`src/rtl/psk_deframer_if.sv`:
```
// Byte-stream handshake between the deframer output FIFO and its downstream sink.
interface psk_deframer_if;
  logic [7:0] byte_tdata;
  logic       byte_tvalid;
  logic       byte_tlast;
  logic       byte_tready;

  modport master (
    output byte_tdata,
    output byte_tvalid,
    output byte_tlast,
    input  byte_tready
  );

  modport slave (
    input  byte_tdata,
    input  byte_tvalid,
    input  byte_tlast,
    output byte_tready
  );
endinterface

```
`src/rtl/psk_deframer.sv`:
```
// PSK deframer: serialises BPSK/QPSK decisions, hunts for the sync word (either
// polarity), packs the following payload into bytes and queues them in a small
// output FIFO.
module psk_deframer #(
  parameter int unsigned SYNC_LEN      = 16,
  parameter logic [31:0] SYNC_WORD     = 32'h0000_EB90,
  parameter int unsigned PAYLOAD_BYTES = 8,
  parameter int unsigned FIFO_DEPTH    = 4
) (
  input  logic              clk,
  input  logic              rst_n_32M768,
  input  logic              mode,
  input  logic              BPSK,
  input  logic [1:0]        QPSK,
  input  logic              vld,
  psk_deframer_if.master    byte_if,
  output logic              locked,
  output logic              overflow
);

  localparam int unsigned          AW       = $clog2(FIFO_DEPTH);
  localparam logic [SYNC_LEN-1:0]  SYNC_PAT = SYNC_WORD[SYNC_LEN-1:0];
  localparam logic [7:0]           LAST_IDX = 8'(PAYLOAD_BYTES - 1);
  localparam logic [AW:0]          FULL_CNT = (AW+1)'(FIFO_DEPTH);

  typedef enum logic {ST_SEARCH, ST_PAYLOAD} state_t;

  // Framer state
  state_t              state_q, state_d;
  logic [SYNC_LEN-1:0] sync_q, sync_d;
  logic                inv_q, inv_d;
  logic [2:0]          bitcnt_q, bitcnt_d;
  logic [7:0]          bytecnt_q, bytecnt_d;
  logic [7:0]          shr_q, shr_d;

  // Per-cycle bit processing scratch
  logic                take;
  logic                din;
  logic                stop;
  logic                push;
  logic [7:0]          push_data;
  logic                push_last;

  // FIFO state
  logic [8:0]          mem_q [FIFO_DEPTH];
  logic [AW-1:0]       wr_ptr_q;
  logic [AW-1:0]       rd_ptr_q;
  logic [AW:0]         cnt_q;
  logic                overflow_q;
  logic                pop;
  logic                accept;

  // Walk up to two bits per cycle through the search/payload machine in arrival order.
  // A frame ending on the first bit of a dibit sets stop, so the second bit is dropped.
  always_comb begin
    state_d   = state_q;
    sync_d    = sync_q;
    inv_d     = inv_q;
    bitcnt_d  = bitcnt_q;
    bytecnt_d = bytecnt_q;
    shr_d     = shr_q;
    take      = 1'b0;
    din       = 1'b0;
    stop      = 1'b0;
    push      = 1'b0;
    push_data = '0;
    push_last = 1'b0;
    for (int unsigned k = 0; k < 2; k++) begin
      take = vld && !stop && ((k == 0) || mode);
      if (mode) din = (k == 0) ? QPSK[1] : QPSK[0];
      else      din = BPSK;
      if (take) begin
        if (state_d == ST_SEARCH) begin
          sync_d = {sync_d[SYNC_LEN-2:0], din};
          if (sync_d == SYNC_PAT) begin
            state_d = ST_PAYLOAD;
            inv_d   = 1'b0;
          end else if (sync_d == ~SYNC_PAT) begin
            state_d = ST_PAYLOAD;
            inv_d   = 1'b1;
          end
        end else begin
          shr_d = {shr_d[6:0], din ^ inv_d};
          if (bitcnt_d == 3'd7) begin
            push      = 1'b1;
            push_data = shr_d;
            push_last = (bytecnt_d == LAST_IDX);
            bitcnt_d  = '0;
            if (bytecnt_d == LAST_IDX) begin
              state_d   = ST_SEARCH;
              sync_d    = '0;
              inv_d     = 1'b0;
              bytecnt_d = '0;
              shr_d     = '0;
              stop      = 1'b1;
            end else begin
              bytecnt_d = bytecnt_d + 8'd1;
            end
          end else begin
            bitcnt_d = bitcnt_d + 3'd1;
          end
        end
      end
    end
  end

  // Framer state register
  always_ff @(posedge clk or negedge rst_n_32M768) begin
    if (!rst_n_32M768) begin
      state_q   <= ST_SEARCH;
      sync_q    <= '0;
      inv_q     <= 1'b0;
      bitcnt_q  <= '0;
      bytecnt_q <= '0;
      shr_q     <= '0;
    end else begin
      state_q   <= state_d;
      sync_q    <= sync_d;
      inv_q     <= inv_d;
      bitcnt_q  <= bitcnt_d;
      bytecnt_q <= bytecnt_d;
      shr_q     <= shr_d;
    end
  end

  // FIFO accept decision: a same-cycle pop frees the slot for a push into a full FIFO
  always_comb begin
    pop    = (cnt_q != '0) && byte_if.byte_tready;
    accept = push && ((cnt_q < FULL_CNT) || pop);
  end

  // FIFO storage, pointers, occupancy and overflow pulse
  always_ff @(posedge clk or negedge rst_n_32M768) begin
    if (!rst_n_32M768) begin
      for (int unsigned i = 0; i < FIFO_DEPTH; i++) mem_q[i] <= '0;
      wr_ptr_q   <= '0;
      rd_ptr_q   <= '0;
      cnt_q      <= '0;
      overflow_q <= 1'b0;
    end else begin
      if (accept) begin
        mem_q[wr_ptr_q] <= {push_last, push_data};
        wr_ptr_q        <= wr_ptr_q + 1'b1;
      end
      if (pop) rd_ptr_q <= rd_ptr_q + 1'b1;
      case ({accept, pop})
        2'b10:   cnt_q <= cnt_q + 1'b1;
        2'b01:   cnt_q <= cnt_q - 1'b1;
        default: cnt_q <= cnt_q;
      endcase
      overflow_q <= push && !accept;
    end
  end

  // Outputs decode registered state only; data is zeroed when nothing is queued
  always_comb begin
    byte_if.byte_tvalid = (cnt_q != '0);
    byte_if.byte_tdata  = byte_if.byte_tvalid ? mem_q[rd_ptr_q][7:0] : '0;
    byte_if.byte_tlast  = byte_if.byte_tvalid ? mem_q[rd_ptr_q][8]   : 1'b0;
    locked              = (state_q == ST_PAYLOAD);
    overflow            = overflow_q;
  end

endmodule

```
`src/flat_wrapper.sv`:
```
// flat-port wrapper written by rule: the top's interface ports become plain ports
module psk_deframer_flat 
#(
  parameter int unsigned SYNC_LEN      = 16,
  parameter logic [31:0] SYNC_WORD     = 32'h0000_EB90,
  parameter int unsigned PAYLOAD_BYTES = 8,
  parameter int unsigned FIFO_DEPTH    = 4
)
  (clk, rst_n_32M768, mode, BPSK, QPSK, vld, locked, overflow, byte_if_byte_tdata, byte_if_byte_tvalid, byte_if_byte_tlast, byte_if_byte_tready);
  psk_deframer_if byte_if_i ();
  input  logic clk;
  input  logic rst_n_32M768;
  input  logic mode;
  input  logic BPSK;
  input  logic [1:0] QPSK;
  input  logic vld;
  output logic locked;
  output logic overflow;
  output wire logic [$bits(byte_if_i.byte_tdata)-1:0] byte_if_byte_tdata;
  output wire logic [$bits(byte_if_i.byte_tvalid)-1:0] byte_if_byte_tvalid;
  output wire logic [$bits(byte_if_i.byte_tlast)-1:0] byte_if_byte_tlast;
  input wire logic [$bits(byte_if_i.byte_tready)-1:0] byte_if_byte_tready;
  assign byte_if_byte_tdata = byte_if_i.byte_tdata;
  assign byte_if_byte_tvalid = byte_if_i.byte_tvalid;
  assign byte_if_byte_tlast = byte_if_i.byte_tlast;
  assign byte_if_i.byte_tready = byte_if_byte_tready;
  psk_deframer #(.SYNC_LEN(SYNC_LEN), .SYNC_WORD(SYNC_WORD), .PAYLOAD_BYTES(PAYLOAD_BYTES), .FIFO_DEPTH(FIFO_DEPTH)) u_core (.clk(clk), .rst_n_32M768(rst_n_32M768), .mode(mode), .BPSK(BPSK), .QPSK(QPSK), .vld(vld), .byte_if(byte_if_i), .locked(locked), .overflow(overflow));
endmodule
```
`config.mk`:
```
export PLATFORM = sky130hd
export DESIGN_NAME = psk_deframer_flat
export DESIGN_NICKNAME = d
export VERILOG_FILES = /design/src/rtl/psk_deframer_if.sv /design/src/rtl/psk_deframer.sv /design/src/flat_wrapper.sv
export SDC_FILE = /design/constraint.sdc
export NUM_CORES = 1
export LEC_CHECK = 0
export CORE_UTILIZATION = 51
export CTS_CLUSTER_SIZE = 40
export DETAILED_ROUTE_END_ITERATION = 8
export GPL_TIMING_DRIVEN = 0
export PLACE_DENSITY_LB_ADDON = 0.1
export RECOVER_POWER = 100
export SYNTH_ARGS = -nofsm -noshare
export SYNTH_HDL_FRONTEND = slang
export SYNTH_SLANG_ARGS = --single-unit
```
`constraint.sdc`:
```
create_clock -name clk -period 9.04 [get_ports clk]
set_clock_uncertainty 0.15 [all_clocks]
set_input_delay 1.808 -clock clk [delete_from_list [all_inputs] [get_ports clk]]
set_output_delay 1.808 -clock clk [all_outputs]
set_load 0.01 [all_outputs]
```
==> reports/metrics.csv <==
stage,metric,value,unit
status,status,finished with violations,
status,violations,"max-capacitance violations, max-slew violations",
setup_path,critPathArrivalTime,5.77,ns
min_path,worstHoldPathType,register to register,
grt,gr-total-overflow,0,
route,dr.pass1.iters,5,
placement,hpwl,7050,um
synthesis,yosysWarnings,0,
setup_path,rrSetupSlack,4.79,ns
cts,cts_resized,0,
synthesis,seq_area_frac_synth,0.428,
timing,clock.fmax,175,MHz
route,vias_per_cell,6.11,
placement,portBuffers,18,
setup_path,r2r-end,u_core.sync_q[7]$_DFF_PN0_,
setup_path,timing.rr.start,u_core.locked$_DFF_PN0_,
synthesis,async_flop_share,1.00,
grt,grt_pass1_vias,3366,
min_path,hold_depth,1,
layout,syn_to_final_growth,9.16,%
cts,cts-root-buf,clkbuf_8,
timing,drv_slew,64,
route,drc,0,
placement,gpl.final_weighted_congestion,0.935,
setup_path,worstPathRequired,9.11,ns
synthesis,synthFlopType,dfrtp_1,
grt,grt_pass1_wl,16900,um
timing,period_needed,5.70,ns
flow_run,maxCapViolCount,1,
floorplanning,core-area,8720,um^2
cts,cts_tree,done,
cts,postCtsSetupBuffers,0,
layout,fin_area,5040,um^2
grt,antenna_found_initial,0,
power,power_density,164,nW/um^2
synthesis,synthCells,406,
synthesis,synthesis.nets,426,
synthesis,netlist_area,4610,um^2
synthesis,synthDistinctLibCells,67,
timing,hold_viol_final,0,
floorplanning,die_w,97.1,um
setup_path,cp-startpoint,vld,
cts,cts_buffer_depth,2,
cts,cts.clk_slew.worst_paths,0.09,ns
layout,antenna_cells,0,
timing,fin_setup_tns,0,ns
floorplanning,std_cell_rows,34,
layout,nets,456,
grt,grtUsageTotal,0.225,
floorplanning,dieArea,9430,um^2
cts,cts-hold-fix-buffers,0,
cts,clock_latency,0.35,ns
setup_path,setup.worst_path.class,input port to register,
route,vias,3353,
setup_path,critPathLaunchType,input port,
power,peakVddDrop,0.121,mV
route,ant_nets,0,
power,p_leak,2.26,nW
cts,ctsHtreeMaxLevel,3,
setup_path,cp-endpoint,u_core.sync_q[7]$_DFF_PN0_,
timing,relSlewSlack,-1.20,
setup_path,ff2ff_path_depth,13,
floorplanning,ios,20,
setup_path,cp-end-kind,register,
timing,worstMarginPinSlew,3.30,ns
timing,post-route-period-util,0.631,
timing,rsz0062_at_grt,no,
placement,placed_area,4950,um^2
synthesis,synth.avg_cell_area,11.4,um^2
grt,grt_max_degree,64,
synthesis,ys_seq_elements,79,
timing,finalSetupViolCount,0,
setup_path,crit_fanout,10,
floorplanning,start_util,0.529,
route,avgRoutedWirePerCell,18.0,um
route,wl,9910,um
synthesis,synth-edff-count,0,
cts,cts-buffers-inserted,9,
cts,cts.sinks,79,
route,drt_iter0_markers,228,
floorplanning,dieHeight,97.1,um
layout,drive_above_1_share,0.200,
==> layout make-up <==
type                    instances  area (um^2)
fillers                       767         3680
multi-input cells             289         2370
flip-flops and latches         79         1980
repair buffers                 19          178
plain buffers                  24          139
clock buffers                  10          138
well taps                     108          135
inverters                      14         52.6
clock inverters                 6         51.3
==> critical path, cell delays in order <==
cell      delay, ns
clkbuf_1       0.33
clkbuf_1       0.39
nand2_1        0.19
clkbuf_1       0.27
nor3_1         0.19
a21o_1         0.14
ha_1           0.16
ha_1           0.25
nand3_1        0.15
or3_1          0.36
clkbuf_1       0.17
a21boi_0       0.74
clkbuf_1       0.44
o22ai_1        0.17
==> metal layers <==
metal / vias to the layer above / track usage / wire length (um)
met5: - / 0 / 0
met1: 1682 / 0.329 / 4850
met2: 62 / 0.345 / 4720
li1: 1603 / - / -
met3: 6 / 0.0331 / 278
met4: 0 / 0.0746 / 63
==> synthesized netlist by cell type (4+ instances only) <==
| master | count | area, um^2 |
|---|---|---|
| a31oi_1 | 7 | 43.8 |
| o21ai_0 | 10 | 50.1 |
| nand3_2 | 5 | 50.1 |
| buf_2 | 4 | 20.0 |
| mux2_2 | 41 | 462 |
| o22ai_1 | 23 | 144 |
| nand2_1 | 12 | 45.0 |
| nor2_1 | 18 | 67.6 |
| and2_1 | 12 | 75.1 |
| nor3_1 | 8 | 40.0 |
| mux4_2 | 9 | 203 |
| inv_1 | 14 | 52.6 |
| nand3_1 | 12 | 60.1 |
| a22o_1 | 6 | 52.6 |
| clkbuf_8 | 4 | 55.1 |
| a22oi_1 | 18 | 135 |
| xnor2_1 | 16 | 140 |
| mux2i_1 | 5 | 50.1 |
| clkbuf_1 | 9 | 33.8 |
| a21oi_1 | 11 | 55.1 |
| nand4_1 | 7 | 43.8 |
| ha_1 | 11 | 138 |
| dfrtp_1 | 79 | 1980 |
==> state kept, by name (all words and copies together), names as in the netlist <==
| signal | flops |
|---|---|
| u_core.mem_q | 36 |
| u_core.cnt_q | 3 |
| u_core.bytecnt_q | 8 |
| u_core.locked | 1 |
| u_core.bitcnt_q | 3 |
| u_core.inv_q | 1 |
| u_core.overflow | 1 |
| u_core.sync_q | 15 |
| u_core.wr_ptr_q | 2 |
| u_core.rd_ptr_q | 2 |
| u_core.shr_q | 7 |
==> cells in the final DEF (no fill, tap or decap), types with 3 or more instances in the layout <==
cell type,netlist,final
a21oi_1,11,11
ha_1,11,11
a22oi_1,18,18
inv_1,14,14
clkbuf_1,9,17
mux4_2,9,9
o211ai_1,2,3
and2_1,12,11
nand2b_1,3,3
xor2_1,3,3
clkinv_4,0,3
dfrtp_1,79,79
a21o_1,3,3
o21ai_0,10,10
a31oi_1,7,7
xnor2_1,16,16
nand4_1,7,7
a2111oi_0,3,3
o22ai_1,23,23
mux2_2,41,41
nor3_1,8,9
dlygate4sd3_1,0,13
nand2_1,12,12
a22o_1,6,6
clkdlybuf4s50_1,0,4
clkbuf_8,4,13
nand3_1,12,16
mux2i_1,5,5
and3_1,3,3
nor2_1,18,18
a32o_1,2,3
==> power breakdown <==
part           switching [mW]  internal [mW]
logic                  0.0976         0.0740
registers              0.0248          0.378
clock network           0.142          0.111
==> cell families (layout without fill, tap and decap cells) <==
family / count (synthesis) / count (layout) / synth area share
adder cells (fa/ha/maj): 12 / 12 / 0.0342
multiplexers: 55 / 55 / 0.155
XOR/XNOR: 20 / 20 / 0.0396
AO/OA/AOI/OAI: 97 / 97 / 0.149
flip-flops: 79 / 79 / 0.428
AND/OR/NAND/NOR: 105 / 105 / 0.148
buffers and inverters: 38 / 73 / 0.0466
==> how the worst min path moves through the flow <==
stage	from	end	slack [ns]
floorplan	u_core.cnt_q[2]$_DFFE_PN0P_	u_core.cnt_q[2]$_DFFE_PN0P_	0.31
global placement	u_core.mem_q[24]$_DFFE_PN0P_	u_core.mem_q[24]$_DFFE_PN0P_	0.33
detailed placement	u_core.cnt_q[2]$_DFFE_PN0P_	u_core.cnt_q[2]$_DFFE_PN0P_	0.34
CTS	u_core.cnt_q[2]$_DFFE_PN0P_	u_core.cnt_q[2]$_DFFE_PN0P_	0.35
global route	u_core.mem_q[12]$_DFFE_PN0P_	u_core.mem_q[12]$_DFFE_PN0P_	0.37
finish	u_core.cnt_q[2]$_DFFE_PN0P_	u_core.cnt_q[2]$_DFFE_PN0P_	0.35
==> metrics by stage <==
stage	total power [mW]	hold slack, ns	std cells	setup slack [ns]	util
6_report	0.827	0.349	549	3.34	0.578
5_1_grt	0.868	0.367	549	2.67	0.578
3_5_place_dp	0.585	0.338	533	3.72	0.568
3_3_place_gp	0.582	0.333	532	3.20	0.565
4_1_cts	0.839	0.353	549	4.07	0.590
2_1_floorplan	0.533	0.308	406	4.17	-
Power figures use the tool's default switching activity.
